## src/rtl/fp_pkg.sv

```systemverilog
// rtl/fp_pkg.sv - shared types and constants for the FP unit arbiter
package fp_pkg;

    typedef enum logic [1:0] {
        IDLE  = 2'd0,
        ISSUE = 2'd1,
        WAIT  = 2'd2,
        RESP  = 2'd3
    } state_t;

    localparam int FLAG_INVALID   = 4;
    localparam int FLAG_DIV0      = 3;
    localparam int FLAG_OVERFLOW  = 2;
    localparam int FLAG_UNDERFLOW = 1;
    localparam int FLAG_INEXACT   = 0;

    localparam logic [4:0]  FLAGS_TIMEOUT = 5'(1 << FLAG_INVALID);
    localparam logic [31:0] QNAN_SINGLE   = 32'h7FC0_0000;
    localparam logic [31:0] QNAN_HALF     = 32'h0000_7E00;

    localparam logic MODE_HALF   = 1'b0;
    localparam logic MODE_SINGLE = 1'b1;

endpackage

```

## src/rtl/rr_arbiter2.sv

```systemverilog
// rtl/rr_arbiter2.sv - two-requester round-robin grant with pointer update
module rr_arbiter2 (
    input  logic       clk,
    input  logic       rst_n,
    input  logic [1:0] valid,
    input  logic       advance,
    input  logic       served,
    output logic       grant_valid,
    output logic       grant_id
);

    logic rr;

    // Pointer only moves on a completed response so the loser keeps priority.
    always_ff @(posedge clk or negedge rst_n) begin
        if (!rst_n) begin
            rr <= 1'b0;
        end else if (advance) begin
            rr <= ~served;
        end
    end

    assign grant_valid = |valid;
    assign grant_id    = (valid == 2'b11) ? rr : valid[1];

endmodule

```

## src/rtl/fp_unit_arbiter.sv

```systemverilog
// rtl/fp_unit_arbiter.sv - shares one multi-cycle FP unit between two requesters
module fp_unit_arbiter
    import fp_pkg::*;
#(
    parameter  int TIMEOUT_CYCLES = 64,
    localparam int CNT_W          = $clog2(TIMEOUT_CYCLES + 1)
) (
    input  logic        clk,
    input  logic        rst_n,
    input  logic        req0_valid,
    output logic        req0_ready,
    input  logic [31:0] req0_op_a,
    input  logic [31:0] req0_op_b,
    input  logic        req0_mode_fp,
    input  logic [1:0]  req0_opcode,
    input  logic        req1_valid,
    output logic        req1_ready,
    input  logic [31:0] req1_op_a,
    input  logic [31:0] req1_op_b,
    input  logic        req1_mode_fp,
    input  logic [1:0]  req1_opcode,
    output logic        resp0_valid,
    input  logic        resp0_ready,
    output logic [31:0] resp0_result,
    output logic [4:0]  resp0_flags,
    output logic        resp1_valid,
    input  logic        resp1_ready,
    output logic [31:0] resp1_result,
    output logic [4:0]  resp1_flags,
    output logic        eu_start,
    output logic [31:0] eu_op_a,
    output logic [31:0] eu_op_b,
    output logic        eu_mode_fp,
    output logic [1:0]  eu_opcode,
    input  logic        eu_done,
    input  logic [31:0] eu_result,
    input  logic [4:0]  eu_flags,
    output logic        busy
);

    localparam logic [CNT_W-1:0] CNT_LIMIT = CNT_W'(TIMEOUT_CYCLES);
    localparam logic [CNT_W-1:0] CNT_ONE   = CNT_W'(1);

    state_t           state;
    logic             gid;
    logic [CNT_W-1:0] cnt;
    logic [CNT_W-1:0] cnt_inc;
    logic [31:0]      res_q;
    logic [4:0]       flags_q;
    logic             grant_valid;
    logic             grant_id;
    logic             accept;
    logic             resp_hs;

    rr_arbiter2 u_arb (
        .clk         (clk),
        .rst_n       (rst_n),
        .valid       ({req1_valid, req0_valid}),
        .advance     (resp_hs),
        .served      (gid),
        .grant_valid (grant_valid),
        .grant_id    (grant_id)
    );

    // Gated by rst_n so ready stays low while reset is held.
    assign accept     = rst_n && (state == IDLE) && grant_valid;
    assign req0_ready = accept && !grant_id;
    assign req1_ready = accept && grant_id;

    assign resp_hs     = (state == RESP) && (gid ? resp1_ready : resp0_ready);
    assign resp0_valid = (state == RESP) && !gid;
    assign resp1_valid = (state == RESP) && gid;
    assign resp0_result = res_q;
    assign resp1_result = res_q;
    assign resp0_flags  = flags_q;
    assign resp1_flags  = flags_q;
    assign busy         = (state != IDLE);
    assign cnt_inc      = cnt + CNT_ONE;

    always_ff @(posedge clk or negedge rst_n) begin
        if (!rst_n) begin
            state      <= IDLE;
            gid        <= 1'b0;
            cnt        <= '0;
            res_q      <= '0;
            flags_q    <= '0;
            eu_start   <= 1'b0;
            eu_op_a    <= '0;
            eu_op_b    <= '0;
            eu_mode_fp <= 1'b0;
            eu_opcode  <= '0;
        end else begin
            eu_start <= 1'b0;
            unique case (state)
                IDLE: begin
                    if (grant_valid) begin
                        gid        <= grant_id;
                        eu_op_a    <= grant_id ? req1_op_a    : req0_op_a;
                        eu_op_b    <= grant_id ? req1_op_b    : req0_op_b;
                        eu_mode_fp <= grant_id ? req1_mode_fp : req0_mode_fp;
                        eu_opcode  <= grant_id ? req1_opcode  : req0_opcode;
                        eu_start   <= 1'b1;
                        state      <= ISSUE;
                    end
                end
                ISSUE: begin
                    cnt   <= '0;
                    state <= WAIT;
                end
                WAIT: begin
                    // A done arriving on the limit cycle still delivers the real result.
                    if (eu_done) begin
                        res_q   <= (eu_mode_fp == MODE_SINGLE) ? eu_result
                                                               : {16'h0000, eu_result[15:0]};
                        flags_q <= eu_flags;
                        state   <= RESP;
                    end else begin
                        cnt <= cnt_inc;
                        if (cnt_inc == CNT_LIMIT) begin
                            res_q   <= (eu_mode_fp == MODE_SINGLE) ? QNAN_SINGLE : QNAN_HALF;
                            flags_q <= FLAGS_TIMEOUT;
                            state   <= RESP;
                        end
                    end
                end
                RESP: begin
                    if (resp_hs) begin
                        state <= IDLE;
                    end
                end
                default: state <= IDLE;
            endcase
        end
    end

endmodule

```

## config.mk

```make
export PLATFORM = sky130hd
export DESIGN_NAME = fp_unit_arbiter
export DESIGN_NICKNAME = d
export VERILOG_FILES = /design/src/rtl/fp_pkg.sv /design/src/rtl/rr_arbiter2.sv /design/src/rtl/fp_unit_arbiter.sv
export SDC_FILE = /design/constraint.sdc
export NUM_CORES = 1
export LEC_CHECK = 0
export ABC_CLOCK_PERIOD_IN_PS = 5350
export BUFFER_PORTS_ARGS = -buffer_cell sky130_fd_sc_hd__buf_4
export CORE_ASPECT_RATIO = 0.7
export CORE_MARGIN = 5
export CORE_UTILIZATION = 45
export DETAILED_ROUTE_END_ITERATION = 16
export PLACE_DENSITY = 0.82
export SETUP_SLACK_MARGIN = 0.15
export SYNTH_ARGS = -nofsm -noshare
export SYNTH_HDL_FRONTEND = slang
export SYNTH_HIERARCHICAL = 1
export SYNTH_SLANG_ARGS = --single-unit
```

## constraint.sdc

```tcl
create_clock -name clk -period 5.35 [get_ports clk]
set_input_delay 0.535 -clock clk [delete_from_list [all_inputs] [get_ports clk]]
set_output_delay 0.535 -clock clk [all_outputs]
set_load 0.01 [all_outputs]
```

==> metrics.txt, run 1 <==
endpoints failing setup 0; fmax 412.7 MHz; crit-path cells ha_1, xor2_1, nand4_1, a21oi_2, o21ai_4, mux2i_1; RSZ-0062 raised after global routing false; CTS resizes 0; TritonCTS clock tree yes; Core Region 12290 um2; Area after DPL 7835 um2; vias in the first global route 5097; Die ar. 14810 um2; Initial Utilization 0.4553; Synth Cell Area 5598 um2; Worst slew margin 0.2038; post-DR wirelength/cell 18.46 um; clock skew 0.009864 ns; TritonCTS buffer count 17; # DRC 0; synthesized area per cell 10.52 um2; Post-synth EDFFs 0; commonest cells in the netlist dfrtp_1 (116), mux2i_1 (84), a21oi_1 (74), nor2_1 (71), buf_4 (39); CTS Hold Bufs 0; Final GP Congestion 0.9079; Yosys reg bits 116; hpwl dp 13690 um; fin cells 983; final hold viol count 0; final WL 18140 um; minimum clock period 2.423 ns; Final #Nets 992; dominant cell type by area after synthesis dfrtp_1; Setup crit start kind flop; LEAKAGE 4.325 nW; Max FO, Critical Path 37; maximum vdd ir drop 0.0003454 V; Design Area, Final 8416 um2; TritonCTS Sinks 116; CTS H-tree lvls 4; worst slack, placed 2.823 ns; All-Layer GR Usage 0.2362; number of max-cap violations 0; Least-Margin Pin Slew 1.190 ns; Worst-Skew Late Latency 0.40 ns; Worst EP required 5.65 ns; most used flip-flop cell after synthesis dfrtp_1; placed cell count 951; status completed; Synth area leaders dfrtp_1 (52%), mux2i_1 (15%), a21oi_1 (6.6%); Ys Warns 6; Cells after Synth 532; Yosys cell types 40; Setup Fix Bufs, Post-CTS 0; WP data arrival 2.73 ns; DR vias 4960; CP Class flop to flop; Port Buffers 324; FFs w/ async S/R, synth 1.000; clk slew on worst S/H paths 0.05 ns; Hold Crit Class input port to async pin; CP max-delay cell o21ai_4; period utilization 0.4529; sequential cell area fraction in the yosys report 0.5186; Site Rows 34; Via density 5.046; first-pass GRT wire length 27170 um; DRT iter0 DRCs 186; area fraction of the dominant cell type after synthesis 0.5186; IO Count 325; PD cells 587.8 nW/um2; CP max stage delay 0.91 ns; most common cell in the netlist dfrtp_1; die span in x 143.3 um; Worst setup EP type flop; largest net degree at the start of global routing 112; Max Slew Vio Count 0; clock buffer depth 2; total power 4.946 mW; Routed Antenna Nets 0; Die Y 103.3 um; Finished Core Util 0.6845; GRT overflow 0; Area Overhead vs Synth 50.34%; layout cells sized above 1 0.4495; DR pass1 iterations 5; FILL cells 967; final setup margin 2.927 ns; ant diodes 0; root buf cell clkbuf_16; setup TNS 0 ns; Synth Net Count 716; Min Hold Slack 0.1896 ns; antenna violations before repair 0
critical path: cells and delay by family, from the launching register on:
| kind | cells | cell delay [ns] |
|---|---|---|
| fa+ha+maj | 1 | 0.30 |
| xor+xnor | 1 | 0.18 |
| mux | 1 | 0.30 |
| flops | 1 | 0.45 |
| simple gates | 1 | 0.11 |
| compound gates | 2 | 0.99 |
cell families after synthesis:
family / Yosys count / synth area share
AOI/OAI and AO/OA: 121 / 0.1296
DFF: 116 / 0.5186
and+or+nand+nor: 102 / 0.07845
buffers and inverters: 94 / 0.09432
muxes: 87 / 0.1562
xor gates and xnor gates: 6 / 0.009388
adders and majority gates: 6 / 0.01341
worst paths after layout:
check | from | cells past startpoint | end | slack (ns)
max in group asynchronous | rst_n | 2 | eu_op_b[10]$_DFFE_PN0P_ | 3.87
hold reg to reg | eu_op_b[17]$_DFFE_PN0P_ | 2 | eu_op_b[17]$_DFFE_PN0P_ | 0.53
hold / removal | rst_n | 1 | u_arb/rr$_DFFE_PN0P_ | 0.19
setup reg to reg | cnt[0]$_DFFE_PN0P_ | 6 | resp0_result[14]$_DFFE_PN0P_ | 2.93
setup / recovery | cnt[0]$_DFFE_PN0P_ | 6 | resp0_result[14]$_DFFE_PN0P_ | 2.93
min in group clk | eu_result[20] | 2 | resp0_result[20]$_DFFE_PN0P_ | 0.36
registers in the layout, summed over array words and instances (netlist names):
name	count
eu_op_b	32
eu_opcode	2
eu_mode_fp	1
u_arb/rr	1
eu_start	1
resp0_result	32
cnt	7
resp0_flags	5
eu_op_a	32
state	2
gid	1
placed cells by master, fill, tap and decap left out, types with 2 or more instances in the layout:
cell type   instances
a22o_2              4
nand2b_1            2
a22o_1             17
xor2_1              2
xnor2_1             4
ha_1                6
and3_1              3
clkinvlp_4          3
dfrtp_1           116
nor2_1             71
o21ai_0            15
buf_4             328
mux2_2              3
inv_1              23
clkbuf_16          17
nand2_1            10
nand3_1             3
or2b_1              2
clkinv_2            4
a21oi_1            74
nor2b_1             3
bufinv_16           2
mux2i_1            84
and2_1              2
clkbuf_8            3
clkbuf_1            3
power by group:
group	leakage, nW	switching [mW]	internal [mW]
sequential	1.34	0.321	1.30
combinational	2.70	1.10	1.11
clock	0.279	0.393	0.720
total	4.33	1.82	3.13
routing by layer:
layer / up-vias / global-route usage / wire length (um)
li1: 2338 / - / -
met1: 2367 / 0.2685 / 6488
met2: 223 / 0.4044 / 9131
met3: 32 / 0.09881 / 2015
met4: 0 / 0.08755 / 507
met5: - / 0 / 0
area by class of cell:
class	instances	area (um2)	area share
Timing Repair Buffer	328	2462	0.2926
Tap cell	162	202.7	0.02409
Sequential cell	116	2903	0.3449
Clock buffer	23	478.0	0.05679
Multi-Input combinational cell	322	2181	0.2591
Inverter	23	86.33	0.01026
Clock inverter	9	102.6	0.01219
Power figures use the tool's default switching activity.
==> run 2: changes to the inputs <==
--- a/config.mk
+++ b/config.mk
@@ -5,13 +5,14 @@
 export SDC_FILE = /design/constraint.sdc
 export NUM_CORES = 1
 export LEC_CHECK = 0
-export ABC_CLOCK_PERIOD_IN_PS = 5350
+export ABC_AREA = 1
+export ABC_CLOCK_PERIOD_IN_PS = 2200
 export BUFFER_PORTS_ARGS = -buffer_cell sky130_fd_sc_hd__buf_4
 export CORE_ASPECT_RATIO = 0.7
 export CORE_MARGIN = 5
-export CORE_UTILIZATION = 45
+export CORE_UTILIZATION = 40
 export DETAILED_ROUTE_END_ITERATION = 16
-export PLACE_DENSITY = 0.82
+export PLACE_DENSITY = 0.77
 export SETUP_SLACK_MARGIN = 0.15
 export SYNTH_ARGS = -nofsm -noshare
 export SYNTH_HDL_FRONTEND = slang
==> constraint.sdc (replaced) <==
create_clock -name clk -period 2.2 [get_ports clk]
set_input_delay 0.22 -clock clk [delete_from_list [all_inputs] [get_ports clk]]
set_output_delay 0.22 -clock clk [all_outputs]
set_load 0.01 [all_outputs]
==> run 2 against run 1 <==
Clock power grew to 2.6 times the previous value. Critical path type is now flop to primary output. Largest cell class unchanged. Worst setup slack worse by 2.7 ns. Sequential power up 140%. Combinational power grew to 2.6 times the previous value. Via count increased by 16%. Flip-flop and latch count unchanged. Synthesized cell count is 35% higher. Routed wire length increased by 6.0%.
==> metrics.txt, run 2 <==
status completed; most common cell in the netlist nand2_1; clock power share 0.231; WHS Path Cells 3; clock skew 0.01210 ns; Core Region 13960 um2; Post-synth EDFFs 0; TritonCTS buffer count 17; Sequential Power Share 0.310; met2 WL 9441 um; CP delay by family, top buffers and inverters; die span in x 152.7 um; Final #Nets 1178; LEAKAGE 4.502 nW; reg-to-reg critical path startpoint cnt[0]$_DFFE_PN0P_; Worst-Skew Late Latency 0.39 ns; post-DR wirelength/cell 16.07 um; switching share of power 0.3809; # DRC 0; period utilization 0.8953; Site Rows 36; Max FO, Critical Path 34; DRT iter0 DRCs 392; commonest non-fill, non-tap cell in the layout buf_4; Area Overhead vs Synth 52.99%; setup TNS 0 ns; Reg area 2903 um2; CP max stage delay 0.42 ns; first-pass GRT wire length 28870 um; layout cells sized above 1 0.3893; WP data arrival 1.75 ns; Port Buffers 324; Hold Path End resp0_flags[0]$_DFFE_PN0P_; Via density 4.790; Worst setup EP type primary output; root buf cell clkbuf_16; DR vias 5734; multi-input logic area 2233 um2; FFs w/ async S/R, synth 1.000; Least-Margin Pin Slew 0.6586 ns; All-Layer GR Usage 0.2150; largest net degree at the start of global routing 117; WP depth 6; crit-path cells inv_2, ha_2, nand2_4, buf_12, nor3_1, buf_4; dominant cell type by area after synthesis dfrtp_1; flop-to-flop setup slack 0.39 ns; ant diodes 0; Comb power frac 0.459; Synth Net Count 901; placed cell count 1163; IO Count 325; minimum clock period 1.970 ns; synthesized area per cell 7.956 um2; Crit path buffers/inverters 3; worst slack, placed 0.4236 ns; Routed Antenna Nets 0; Ys Warns 6; Synth area leaders dfrtp_1 (51%), nand2_1 (13%), a21oi_1 (12%); area fraction of the dominant cell type after synthesis 0.5089; Reg-to-Reg End resp0_result[9]$_DFFE_PN0P_; clock buffer depth 2; CP Class flop to primary output; Yosys reg bits 116; final hold viol count 0; endpoints failing setup 0; CP max-delay cell dfrtp_1; Die ar. 16790 um2; sw power 4.777 mW; M1 WL 8262 um; Yosys cell types 29; commonest cells in the netlist nand2_1 (191), a21oi_1 (133), dfrtp_1 (116), nor2_1 (99), buf_4 (40); TritonCTS clock tree yes; TritonCTS Sinks 116; GRT overflow 0; CTS H-tree lvls 4; Initial Utilization 0.4085; sequential cell area fraction in the yosys report 0.5089; Final GP Congestion 0.8293; fin cells 1197; R2R depth 11; Synth Cell Area 5704 um2; Setup crit start kind flop; Max Used Layer met4; fmax 507.7 MHz; most frequent cells in the layout buf_4 (328), nand2_1 (189), a21oi_1 (133); Area after DPL 8056 um2; Design Area, Final 8727 um2; Max Slew Vio Count 0; FILL cells 1267; DR WL met3 1247 um; hpwl dp 13790 um; Hold Startpoint eu_flags[0]; antenna violations before repair 0; Cells after Synth 717; Hold Crit Class input port to flop; vias in the first global route 5460; final setup margin 0.2304 ns; final WL 19240 um; Pint 7.764 mW; most used flip-flop cell after synthesis dfrtp_1; DR pass1 iterations 6; maximum vdd ir drop 0.0005759 V; RSZ-0062 raised after global routing false; Worst slew margin 0.5609; Die Y 109.9 um; Worst EP required 1.98 ns; PD cells 1437 nW/um2; number of max-cap violations 0; Setup Fix Bufs, Post-CTS 0; clk slew on worst S/H paths 0.06 ns
-- run 2: cell types whose count changed in the layout (fill, tap and decap cells not counted), moves of 4 or more --
cell / before / now
a21oi_1: 74 / 133
a22o_1: 17 / 1
a22o_2: 4 / 0
buf_12: 0 / 6
mux2i_1: 84 / 1
nand2_1: 10 / 189
nand2_2: 0 / 11
nand3_1: 3 / 28
nor2_1: 71 / 99
o21ai_0: 15 / 8
xnor2_1: 4 / 0
-- run 2: how the worst max path moves through the flow --
stage                                     from                           to  slack [ns]
final                     state[0]$_DFFE_PN0P_                   req0_ready        0.23
after global routing      state[0]$_DFFE_PN0P_                   req0_ready        0.17
after CTS                 state[0]$_DFFE_PN0P_                   req0_ready        0.15
after detailed placement  state[0]$_DFFE_PN0P_      eu_op_a[27]$_DFFE_PN0P_        0.42
after global placement      cnt[0]$_DFFE_PN0P_  resp0_result[9]$_DFFE_PN0P_        0.47
after floorplan           state[0]$_DFFE_PN0P_           cnt[1]$_DFFE_PN0P_        0.53
-- run 2: power by group through the flow --
stage | sequential [mW] | combinational [mW] | clock, mW
floorplan | 4.24 | 2.70 | 0
global placement | 3.87 | 5.64 | 0
detailed placement | 3.90 | 5.71 | 0
CTS | 3.88 | 5.73 | 2.94
global route | 4.02 | 6.32 | 3.03
finish | 3.88 | 5.76 | 2.90
-- run 2: layout make-up --
type | instances | area share
Clock buffer | 18 | 0.04918
Multi-Input combinational cell | 493 | 0.2559
Sequential cell | 116 | 0.3326
Clock inverter | 14 | 0.02136
Tap cell | 190 | 0.02724
Timing Repair Buffer | 336 | 0.2999
Inverter | 30 | 0.01376
-- run 2: logic make-up (layout without fill, tap and decap cells) --
kind of cell / after synthesis / after routing / synth area share
simple gates: 340 / 340 / 0.2435
compound gates: 145 / 145 / 0.1285
flops: 116 / 116 / 0.5089
buf+inv: 108 / 398 / 0.1027
fa+ha+maj: 6 / 6 / 0.01316
xor+xnor: 1 / 1 / 0.001536
mux: 1 / 1 / 0.001755
-- run 2: routing by layer --
| metal | up-vias | GRT usage |
|---|---|---|
| met1 | 2677 | 0.2766 |
| met3 | 21 | 0.06058 |
| met2 | 216 | 0.3621 |
| met5 | - | 0 |
| met4 | 0 | 0.05722 |
| li1 | 2820 | - |
-- run 2: worst register-to-register path, cell delays in order (launching register included) --
cell and delay, ns:
dfrtp_1 0.41, ha_1 0.25, nand2_1 0.11, nor2_2 0.05
nand3_1 0.06, nand2_1 0.10, nor2_2 0.13, nand2_2 0.08
nand2_4 0.12, buf_4 0.25, nand3_1 0.12, nand2_1 0.08
-- run 2: through the flow --
stage                     hold WS [ns]  power (mW)  utilization
after floorplan               -0.07559       6.939            -
after global placement          0.3904       9.510       0.5770
after detailed placement        0.3974       9.615       0.5770
after CTS                     0.007493       12.56       0.6223
after global routing          0.003960       13.37       0.6250
final                          0.02724       12.54       0.6250
-- run 2: what timing repair did --
item                                   in CTS  in global routing
endpoints found under the hold margin     111                  0
gates resized for setup                     2                  6
pin swaps                                   0                  0
hold buffers                                1                  0
cloned                                      0                  1
setup endpoints to repair                   2                  2
==> run 3: changes to the inputs <==
--- a/config.mk
+++ b/config.mk
@@ -5,11 +5,9 @@
 export SDC_FILE = /design/constraint.sdc
 export NUM_CORES = 1
 export LEC_CHECK = 0
-export ABC_AREA = 1
 export ABC_CLOCK_PERIOD_IN_PS = 2200
 export BUFFER_PORTS_ARGS = -buffer_cell sky130_fd_sc_hd__buf_4
 export CORE_ASPECT_RATIO = 0.7
-export CORE_MARGIN = 5
 export CORE_UTILIZATION = 40
 export DETAILED_ROUTE_END_ITERATION = 16
 export PLACE_DENSITY = 0.77
==> run 3 against run 2 <==
Die area is 14% lower. Non-clock buffer count is 6 higher. Design area is 0.49% lower. Routed wire length is 12% lower. Fmax is 0.74% lower. Register-to-register slack worse by 0.17 ns. Clock skew is 0.00053 ns higher. Clock-buffer cell count is 1 lower.
==> metrics.txt, run 3 (synthesis results as in run 1) <==
GRT overflow 0; DRT iter0 DRCs 192; Core Region 13400 um2; post-DR wirelength/cell 16.61 um; # DRC 0; Area after DPL 7959 um2; TritonCTS Sinks 116; first-pass GRT wire length 25360 um; Worst setup EP type flop; IO Count 325; final WL 16990 um; LEAKAGE 4.432 nW; Via density 4.889; layout cells sized above 1 0.4642; hpwl dp 12630 um; TritonCTS buffer count 17; setup TNS 0 ns; period utilization 0.9019; Area Overhead vs Synth 55.14%; vias in the first global route 5007; FILL cells 1079; fin cells 1023; Final GP Congestion 0.8383; number of max-cap violations 0; Site Rows 35; maximum vdd ir drop 0.0008118 V; RSZ-0062 raised after global routing true; final hold viol count 0; status completed; most frequent cells in the layout buf_4 (337), dfrtp_1 (116), mux2i_1 (84); CTS H-tree lvls 4; WP data arrival 2.27 ns; Worst EP required 2.49 ns; Worst-Skew Late Latency 0.40 ns; Max FO, Critical Path 6; Final #Nets 1009; ant diodes 0; Least-Margin Pin Slew 0.5101 ns; Worst slew margin 0.6599; root buf cell clkbuf_16; commonest non-fill, non-tap cell in the layout buf_4; Design Area, Final 8685 um2; Routed Antenna Nets 0; clock buffer depth 2; Hold Crit Class input port to flop; PD cells 1422 nW/um2; fmax 504.0 MHz; antenna violations before repair 0; TritonCTS clock tree yes; Min Hold Slack 0.03957 ns; All-Layer GR Usage 0.2299; clk slew on worst S/H paths 0.06 ns; minimum clock period 1.984 ns; Max Slew Vio Count 0; Port Buffers 324; largest net degree at the start of global routing 64; Initial Utilization 0.4177; DR pass1 iterations 4; placed cell count 980; Setup crit start kind flop; die span in x 143.4 um; CP Class flop to flop; endpoints failing setup 0; clock skew 0.01263 ns; Die Y 101.0 um; Die ar. 14480 um2; DR vias 5001
[run 3: path summary, 6_finish.rpt]
path                                              start                            to  slack [ns]  cells after the start
worst min register to register  eu_op_b[18]$_DFFE_PN0P_       eu_op_b[18]$_DFFE_PN0P_        0.53                      2
worst max register to register       cnt[1]$_DFFE_PN0P_  resp0_result[31]$_DFFE_PN0P_        0.22                      7
max in group asynchronous                         rst_n    resp0_flags[1]$_DFFE_PN0P_        1.13                      3
worst min-delay path                      eu_result[21]  resp0_result[21]$_DFFE_PN0P_        0.04                      2
min in group asynchronous                         rst_n        eu_op_b[8]$_DFFE_PN0P_        0.26                      2
worst max-delay path                 cnt[1]$_DFFE_PN0P_  resp0_result[31]$_DFFE_PN0P_        0.22                      7
[run 3: power by group]
| group | total, mW | switching (mW) | internal, mW |
|---|---|---|---|
| clock network | 2.93 | 1.02 | 1.90 |
| registers | 3.91 | 0.758 | 3.15 |
| logic | 5.51 | 2.67 | 2.85 |
| total | 12.3 | 4.45 | 7.90 |
[run 3: worst max-delay path: stages (launching register included)]
cell and delay [ns]:
dfrtp_1 0.43, ha_1 0.28, xor2_1 0.18, nand4_1 0.17, a21oi_4 0.29, o21ai_4 0.13
buf_4 0.18, a22o_1 0.22
[run 3: stage by stage]
step	utilization	total power, mW	setup WS (ns)
detailed placement	0.5939	9.366	0.002826
finish	0.6481	12.35	0.2158
floorplan	-	6.822	0.3987
global placement	0.5939	9.140	0.1231
CTS	0.6440	12.39	0.1574
global route	0.6481	13.09	0.1187
[run 3: routing by layer]
layer  track usage  up-vias  routed length (um)
met5             0        -                   0
met4       0.08183        0                 314
met3       0.08456       26                1486
met2        0.4145      196                8752
met1        0.2476     2396                6441
li1              -     2383                   -
[run 3: layout make-up]
class | instances | area, um2 | share of cell area
Multi-Input combinational cell | 325 | 2215 | 0.2550
Tap cell | 185 | 231.5 | 0.02665
Clock buffer | 17 | 425.4 | 0.04898
Timing Repair Buffer | 342 | 2620 | 0.3017
Sequential cell | 116 | 2903 | 0.3342
Clock inverter | 15 | 203.9 | 0.02348
Inverter | 23 | 86.33 | 0.009941
[run 3: what timing repair did]
action / CTS / global route
buffers inserted: 2 / 5
resized for setup: 1 / 1
endpoints found under the setup margin: 16 / 22
pin swaps: 1 / 2
endpoints found under the hold margin: 21 / 0
gates cloned: 1 / 2
hold buffers: 1 / 0
